`src/rtl/mem_port_arbiter.sv`:
```
// Arbitrates the single data-memory port between the IFU (read-only) and the LSU (read/write).
// One transaction outstanding at a time; round-robin grant on contention; all mem/resp outputs registered.
module mem_port_arbiter #(
    parameter int unsigned MEM_LATENCY = 1,
    parameter int unsigned ADDR_W      = 32,
    parameter int unsigned DATA_W      = 32
) (
    input  logic                  clock,
    input  logic                  reset,
    input  logic                  ifu_req_valid,
    output logic                  ifu_req_ready,
    input  logic [ADDR_W-1:0]     ifu_addr,
    output logic                  ifu_resp_valid,
    input  logic                  ifu_resp_ready,
    output logic [DATA_W-1:0]     ifu_rdata,
    input  logic                  lsu_req_valid,
    output logic                  lsu_req_ready,
    input  logic                  lsu_wen,
    input  logic [ADDR_W-1:0]     lsu_addr,
    input  logic [DATA_W-1:0]     lsu_wdata,
    input  logic [DATA_W/8-1:0]   lsu_wmask,
    output logic                  lsu_resp_valid,
    input  logic                  lsu_resp_ready,
    output logic [DATA_W-1:0]     lsu_rdata,
    output logic                  mem_valid,
    output logic                  mem_wen,
    output logic [ADDR_W-1:0]     mem_addr,
    output logic [DATA_W-1:0]     mem_wdata,
    output logic [DATA_W/8-1:0]   mem_wmask,
    input  logic [DATA_W-1:0]     mem_rdata
);

    localparam int unsigned MASK_W = DATA_W / 8;
    localparam int unsigned CNT_W  = (MEM_LATENCY > 1) ? $clog2(MEM_LATENCY) : 1;
    localparam logic [CNT_W-1:0] CNT_LOAD = CNT_W'(MEM_LATENCY - 1);

    typedef enum logic [1:0] {StIdle, StIssue, StWait, StResp} state_e;

    state_e              state_q, state_d;
    logic                owner_q, owner_d;          // 1 = LSU owns the transaction
    logic                last_grant_q, last_grant_d;  // 1 = LSU was granted last
    logic                wen_q, wen_d;
    logic [ADDR_W-1:0]   addr_q, addr_d;
    logic [DATA_W-1:0]   wdata_q, wdata_d;
    logic [MASK_W-1:0]   wmask_q, wmask_d;
    logic [CNT_W-1:0]    cnt_q, cnt_d;
    logic                mem_valid_q, mem_valid_d;
    logic                mem_wen_q, mem_wen_d;
    logic                ifu_resp_valid_q, ifu_resp_valid_d;
    logic                lsu_resp_valid_q, lsu_resp_valid_d;
    logic [DATA_W-1:0]   ifu_rdata_q, ifu_rdata_d;
    logic [DATA_W-1:0]   lsu_rdata_q, lsu_rdata_d;

    logic grant_ifu, grant_lsu;
    logic resp_hs;
    logic [DATA_W-1:0] rdata_sel;

    // On contention the requester that did not win last time gets the port.
    always_comb begin
        grant_lsu = lsu_req_valid & (~ifu_req_valid | ~last_grant_q);
        grant_ifu = ifu_req_valid & ~grant_lsu;
    end

    // Ready is gated by reset so every output reads 0 while reset is held.
    assign ifu_req_ready = (state_q == StIdle) & grant_ifu & ~reset;
    assign lsu_req_ready = (state_q == StIdle) & grant_lsu & ~reset;

    assign resp_hs   = owner_q ? lsu_resp_ready : ifu_resp_ready;
    assign rdata_sel = wen_q ? '0 : mem_rdata;

    always_comb begin
        state_d          = state_q;
        owner_d          = owner_q;
        last_grant_d     = last_grant_q;
        wen_d            = wen_q;
        addr_d           = addr_q;
        wdata_d          = wdata_q;
        wmask_d          = wmask_q;
        cnt_d            = cnt_q;
        mem_valid_d      = 1'b0;
        mem_wen_d        = 1'b0;
        ifu_resp_valid_d = ifu_resp_valid_q;
        lsu_resp_valid_d = lsu_resp_valid_q;
        ifu_rdata_d      = ifu_rdata_q;
        lsu_rdata_d      = lsu_rdata_q;

        unique case (state_q)
            StIdle: begin
                if (grant_ifu || grant_lsu) begin
                    owner_d      = grant_lsu;
                    last_grant_d = grant_lsu;
                    wen_d        = grant_lsu & lsu_wen;
                    addr_d       = grant_lsu ? lsu_addr : ifu_addr;
                    wdata_d      = grant_lsu ? lsu_wdata : '0;
                    wmask_d      = grant_lsu ? lsu_wmask : '0;
                    mem_valid_d  = 1'b1;
                    mem_wen_d    = grant_lsu & lsu_wen;
                    state_d      = StIssue;
                end
            end
            StIssue: begin
                cnt_d   = CNT_LOAD;
                state_d = StWait;
            end
            StWait: begin
                if (cnt_q == '0) begin
                    if (owner_q) begin
                        lsu_rdata_d      = rdata_sel;
                        lsu_resp_valid_d = 1'b1;
                    end else begin
                        ifu_rdata_d      = rdata_sel;
                        ifu_resp_valid_d = 1'b1;
                    end
                    state_d = StResp;
                end else begin
                    cnt_d = cnt_q - CNT_W'(1);
                end
            end
            StResp: begin
                if (resp_hs) begin
                    ifu_resp_valid_d = 1'b0;
                    lsu_resp_valid_d = 1'b0;
                    state_d          = StIdle;
                end
            end
            default: state_d = StIdle;
        endcase
    end

    always_ff @(posedge clock or posedge reset) begin
        if (reset) begin
            state_q          <= StIdle;
            owner_q          <= 1'b0;
            last_grant_q     <= 1'b0;
            wen_q            <= 1'b0;
            addr_q           <= '0;
            wdata_q          <= '0;
            wmask_q          <= '0;
            cnt_q            <= '0;
            mem_valid_q      <= 1'b0;
            mem_wen_q        <= 1'b0;
            ifu_resp_valid_q <= 1'b0;
            lsu_resp_valid_q <= 1'b0;
            ifu_rdata_q      <= '0;
            lsu_rdata_q      <= '0;
        end else begin
            state_q          <= state_d;
            owner_q          <= owner_d;
            last_grant_q     <= last_grant_d;
            wen_q            <= wen_d;
            addr_q           <= addr_d;
            wdata_q          <= wdata_d;
            wmask_q          <= wmask_d;
            cnt_q            <= cnt_d;
            mem_valid_q      <= mem_valid_d;
            mem_wen_q        <= mem_wen_d;
            ifu_resp_valid_q <= ifu_resp_valid_d;
            lsu_resp_valid_q <= lsu_resp_valid_d;
            ifu_rdata_q      <= ifu_rdata_d;
            lsu_rdata_q      <= lsu_rdata_d;
        end
    end

    assign mem_valid      = mem_valid_q;
    assign mem_wen        = mem_wen_q;
    assign mem_addr       = addr_q;
    assign mem_wdata      = wdata_q;
    assign mem_wmask      = wmask_q;
    assign ifu_resp_valid = ifu_resp_valid_q;
    assign lsu_resp_valid = lsu_resp_valid_q;
    assign ifu_rdata      = ifu_rdata_q;
    assign lsu_rdata      = lsu_rdata_q;

endmodule

```
`config.mk`:
```
export PLATFORM = sky130hd
export DESIGN_NAME = mem_port_arbiter
export DESIGN_NICKNAME = d
export VERILOG_FILES = /design/src/rtl/mem_port_arbiter.sv
export SDC_FILE = /design/constraint.sdc
export NUM_CORES = 1
export LEC_CHECK = 0
export ABC_CLOCK_PERIOD_IN_PS = 7800
export CAP_MARGIN = 5
export CORE_ASPECT_RATIO = 1.1
export CORE_MARGIN = 3
export CORE_UTILIZATION = 40
export DETAILED_ROUTE_END_ITERATION = 6
export PLACE_DENSITY = 0.8
export SKIP_LAST_GASP = 1
export SLEW_MARGIN = 20
export SYNTH_ARGS = -nofsm -noshare
export SYNTH_HDL_FRONTEND = slang
export SYNTH_SLANG_ARGS = --single-unit
export TNS_END_PERCENT = 30
```
`constraint.sdc`:
```
create_clock -name clock -period 7.8 [get_ports clock]
set_input_delay 1.56 -clock clock [delete_from_list [all_inputs] [get_ports clock]]
set_output_delay 1.56 -clock clock [all_outputs]
set_load 0.02 [all_outputs]
```
==> results.py <==
metrics = {
    "status": {
        "status": "complete, no violations",
    },
    "power_and_ir_drop": {
        "peakVddDrop_v": 0.0001614,
        "power.density_nw_per_um2": 413.5,
        "power.leakage_nw": 4.045,
        "p_seq_frac": 0.331,
        "swShare": 0.3783,
        "intPower_mw": 2.319,
        "power.share.clock": 0.209,
        "power_switching_mw": 1.411,
        "power_frac_comb": 0.460,
        "p_total_mw": 3.730,
    },
    "synth": {
        "synth_nets": 641,
        "yosys_warnings": 0,
        "syn_area_um2": 5600,
        "yosysUniqueCellTypes": 25,
        "ys_ff_latch": 140,
        "postSynthAreaPerCell_um2": 11.22,
        "yosysSeqAreaShare": 0.6256,
        "syn_inst": 499,
    },
    "setup_path": {
        "r2r_cells": 5,
        "rrSetupSlack_ns": 5.68,
        "crit_path_end_kind": "output port",
        "slowest_delay_ns": 0.86,
        "path_cells": "clkdlybuf4s50_1 > a21bo_2 > and4_1 > clkdlybuf4s50_1",
        "path_common_cell": "clkdlybuf4s50_1",
        "rr_endpoint": "mem_wdata[28]$_DFFE_PP0P_",
        "cp_max_fo": 33,
        "crit_arrival_ns": 4.01,
        "required_ns": 6.24,
        "startpoint_type": "input port",
        "crit_slowest_cell": "a21bo_2",
        "path_class": "in -> out",
        "rr_startpoint": "state_q[0]$_DFFE_PP0P_",
    },
    "sta": {
        "maxSlewViolCount": 0,
        "max_slew.worst_pin.slew_ns": 1.037,
        "fin_setup_tns_ns": 0,
        "clock_skew_ns": 0.01214,
        "finalHoldViolCount": 0,
        "final.min_clock_period_ns": 5.570,
        "slew_headroom": 0.3064,
        "max_freq_mhz": 179.5,
        "finalCritPeriodShare": 0.7140,
        "finalSetupViolCount": 0,
        "rsz0062_at_grt": "no",
    },
    "run": {
        "drv_cap": 0,
    },
    "placement": {
        "place_inst": 925,
        "place.gp.congestion": 0.8223,
        "io_buffers": 276,
        "hpwl_um": 11770,
        "detailed_place.area_um2": 8437,
    },
    "global_routing": {
        "grt-ovfl-total": 0,
        "grt_pass1_wl_um": 25210,
        "grtUsageTotal": 0.2053,
        "antenna_found_initial": 0,
        "grt_max_degree": 96,
        "grt_pass1_vias": 4719,
    },
    "clocking": {
        "clkTransAtPathRegs_ns": 0.06,
        "cts_sinks": 140,
        "ctsHoldBuffers": 0,
        "cts_resized": 0,
        "cts_buffers": 17,
        "insertion_delay_ns": 0.41,
        "cts_tree": "done",
        "clock-root-buffer": "clkbuf_16",
        "ctsLongestPathBuffers": 2,
        "cts_setup_buffers": 0,
        "cts_max_level": 4,
    },
    "routing": {
        "wl_per_cell_um": 16.69,
        "vias": 4687,
        "wl_met3_um": 1502,
        "top_layer_used": "met4",
        "viasPerCell": 4.898,
        "drtAntennaViolNets": 0,
        "drt-pass1-iter-count": 4,
        "drt-initial-drc-count": 343,
        "routed_wl_um": 15980,
        "route.met2.wl_um": 8031,
        "wl_met1_um": 6315,
        "drc": 0,
    },
    "layout": {
        "final_core_util": 0.6715,
        "area.growth.synth_to_final_pct": 61.06,
        "final_nets": 902,
        "drive_gt1_frac": 0.05433,
        "antennaDiodeCount": 0,
        "nFillCells": 1054,
        "layoutNonFillerInstCount": 957,
        "final_area_um2": 9020,
    },
    "floorplanning": {
        "start_util": 0.4169,
        "rows": 44,
        "boundaryPins": 277,
        "die_w_um": 118.8,
        "dieHeight_um": 130.1,
        "die_area_um2": 15460,
        "fp.coreArea_um2": 13430,
    },
    "hold_path": {
        "hold_depth": 2,
        "min_to": "lsu_rdata[7]$_DFFE_PP0P_",
        "min_path_type": "reg -> reg",
        "hp-start": "lsu_rdata[7]$_DFFE_PP0P_",
    },
}
## cell usage after synthesis
cell type | n | area, um2
a21bo_1 | 1 | 10.01
and4_1 | 1 | 8.760
dfrtp_1 | 140 | 3503
a31oi_1 | 3 | 18.77
a21oi_2 | 1 | 8.760
a22oi_1 | 1 | 7.510
mux2i_1 | 33 | 330.3
nor2_1 | 2 | 7.510
mux2_2 | 1 | 11.26
o21ai_0 | 67 | 335.3
buf_1 | 2 | 7.510
clkbuf_1 | 9 | 33.78
nand2b_1 | 33 | 206.5
and2_1 | 2 | 12.51
a21oi_1 | 1 | 5.000
ha_1 | 3 | 37.54
nand2_1 | 99 | 371.6
o21ba_2 | 2 | 20.02
o21ai_1 | 30 | 150.1
buf_6 | 5 | 56.30
buf_4 | 2 | 15.01
buf_2 | 19 | 95.09
a2bb2oi_1 | 1 | 8.760
a22o_1 | 37 | 324.1
inv_1 | 4 | 15.01
## how the worst max path moves through the flow
stage / from / to / slack [ns] / cells after the start
finish: ifu_req_valid / ifu_req_ready / 2.23 / 4
CTS: ifu_req_valid / ifu_req_ready / 2.20 / 4
detailed placement: ifu_req_valid / ifu_req_ready / 2.21 / 4
global route: ifu_req_valid / ifu_req_ready / 2.09 / 4
global placement: ifu_req_valid / ifu_req_ready / 2.24 / 4
floorplan: reset / ifu_req_ready / 1.12 / 2
## layout by cell type, fill, tap and decap left out, types with 2 or more instances in the layout
master / netlist / routed
nand2b_1: 33 / 32
o21ai_1: 30 / 29
inv_1: 4 / 3
clkinvlp_4: 0 / 2
nor2_1: 2 / 2
clkinv_4: 0 / 5
a22o_1: 37 / 37
buf_4: 2 / 3
a31oi_1: 3 / 3
mux2i_1: 33 / 33
dfrtp_1: 140 / 140
and2_1: 2 / 2
o21ba_2: 2 / 2
clkbuf_1: 9 / 2
ha_1: 3 / 3
bufinv_16: 0 / 2
clkinv_2: 0 / 3
o21ai_0: 67 / 67
clkdlybuf4s50_1: 0 / 276
nand2_1: 99 / 98
clkbuf_16: 0 / 17
## power groups by stage
| stage | logic, mW | registers (mW) | clock network [mW] |
|---|---|---|---|
| floorplan | 0.561 | 1.57 | 0 |
| global placement | 1.68 | 1.23 | 0 |
| CTS | 1.73 | 1.24 | 0.794 |
| finish | 1.72 | 1.23 | 0.781 |
| global route | 1.84 | 1.27 | 0.830 |
| detailed placement | 1.73 | 1.24 | 0 |
## critical path, delay by kind of cell
kind / cells / cell delay [ns]
AO/OA/AOI/OAI: 1 / 0.86
buffers and inverters: 2 / 1.27
AND/OR/NAND/NOR: 1 / 0.31
## sequential cells by signal, indices dropped and copies added (netlist names), 2 cells and up
register and count:
state_q 2, mem_addr 32, lsu_rdata 32, mem_wdata 32, ifu_rdata 32, mem_wmask 4
## cell type report
type	count	area, um2	area share
clock buffer	19	432.9	0.04800
clock inverter	13	145.1	0.01609
inverter	4	20.02	0.002219
multi-input combinational	318	1903	0.2110
sequential	140	3503	0.3884
tap	184	230.2	0.02552
timing repair buffer	279	2785	0.3088
## routing by layer
| metal | vias to the layer above | GRT usage |
|---|---|---|
| li1 | 2232 | - |
| met5 | - | 0 |
| met1 | 2233 | 0.2438 |
| met2 | 213 | 0.3535 |
| met3 | 9 | 0.08149 |
| met4 | 0 | 0.05044 |
## per-stage QoR
step / setup WS (ns) / hold slack (ns)
after floorplan: 1.115 / 0.5325
after global placement: 2.240 / 0.4627
after detailed placement: 2.208 / 0.4697
after CTS: 2.199 / 0.4828
after global routing: 2.087 / 0.5020
final: 2.230 / 0.4777
## cells by family after synthesis
logic type / synth area share
DFF: 0.6256
adders and majority gates: 0.006703
and+or+nand+nor: 0.1084
AOI/OAI and AO/OA: 0.1586
muxes: 0.06099
buffers and inverters: 0.03977
No activity file was read; power rests on OpenSTA's default activity.
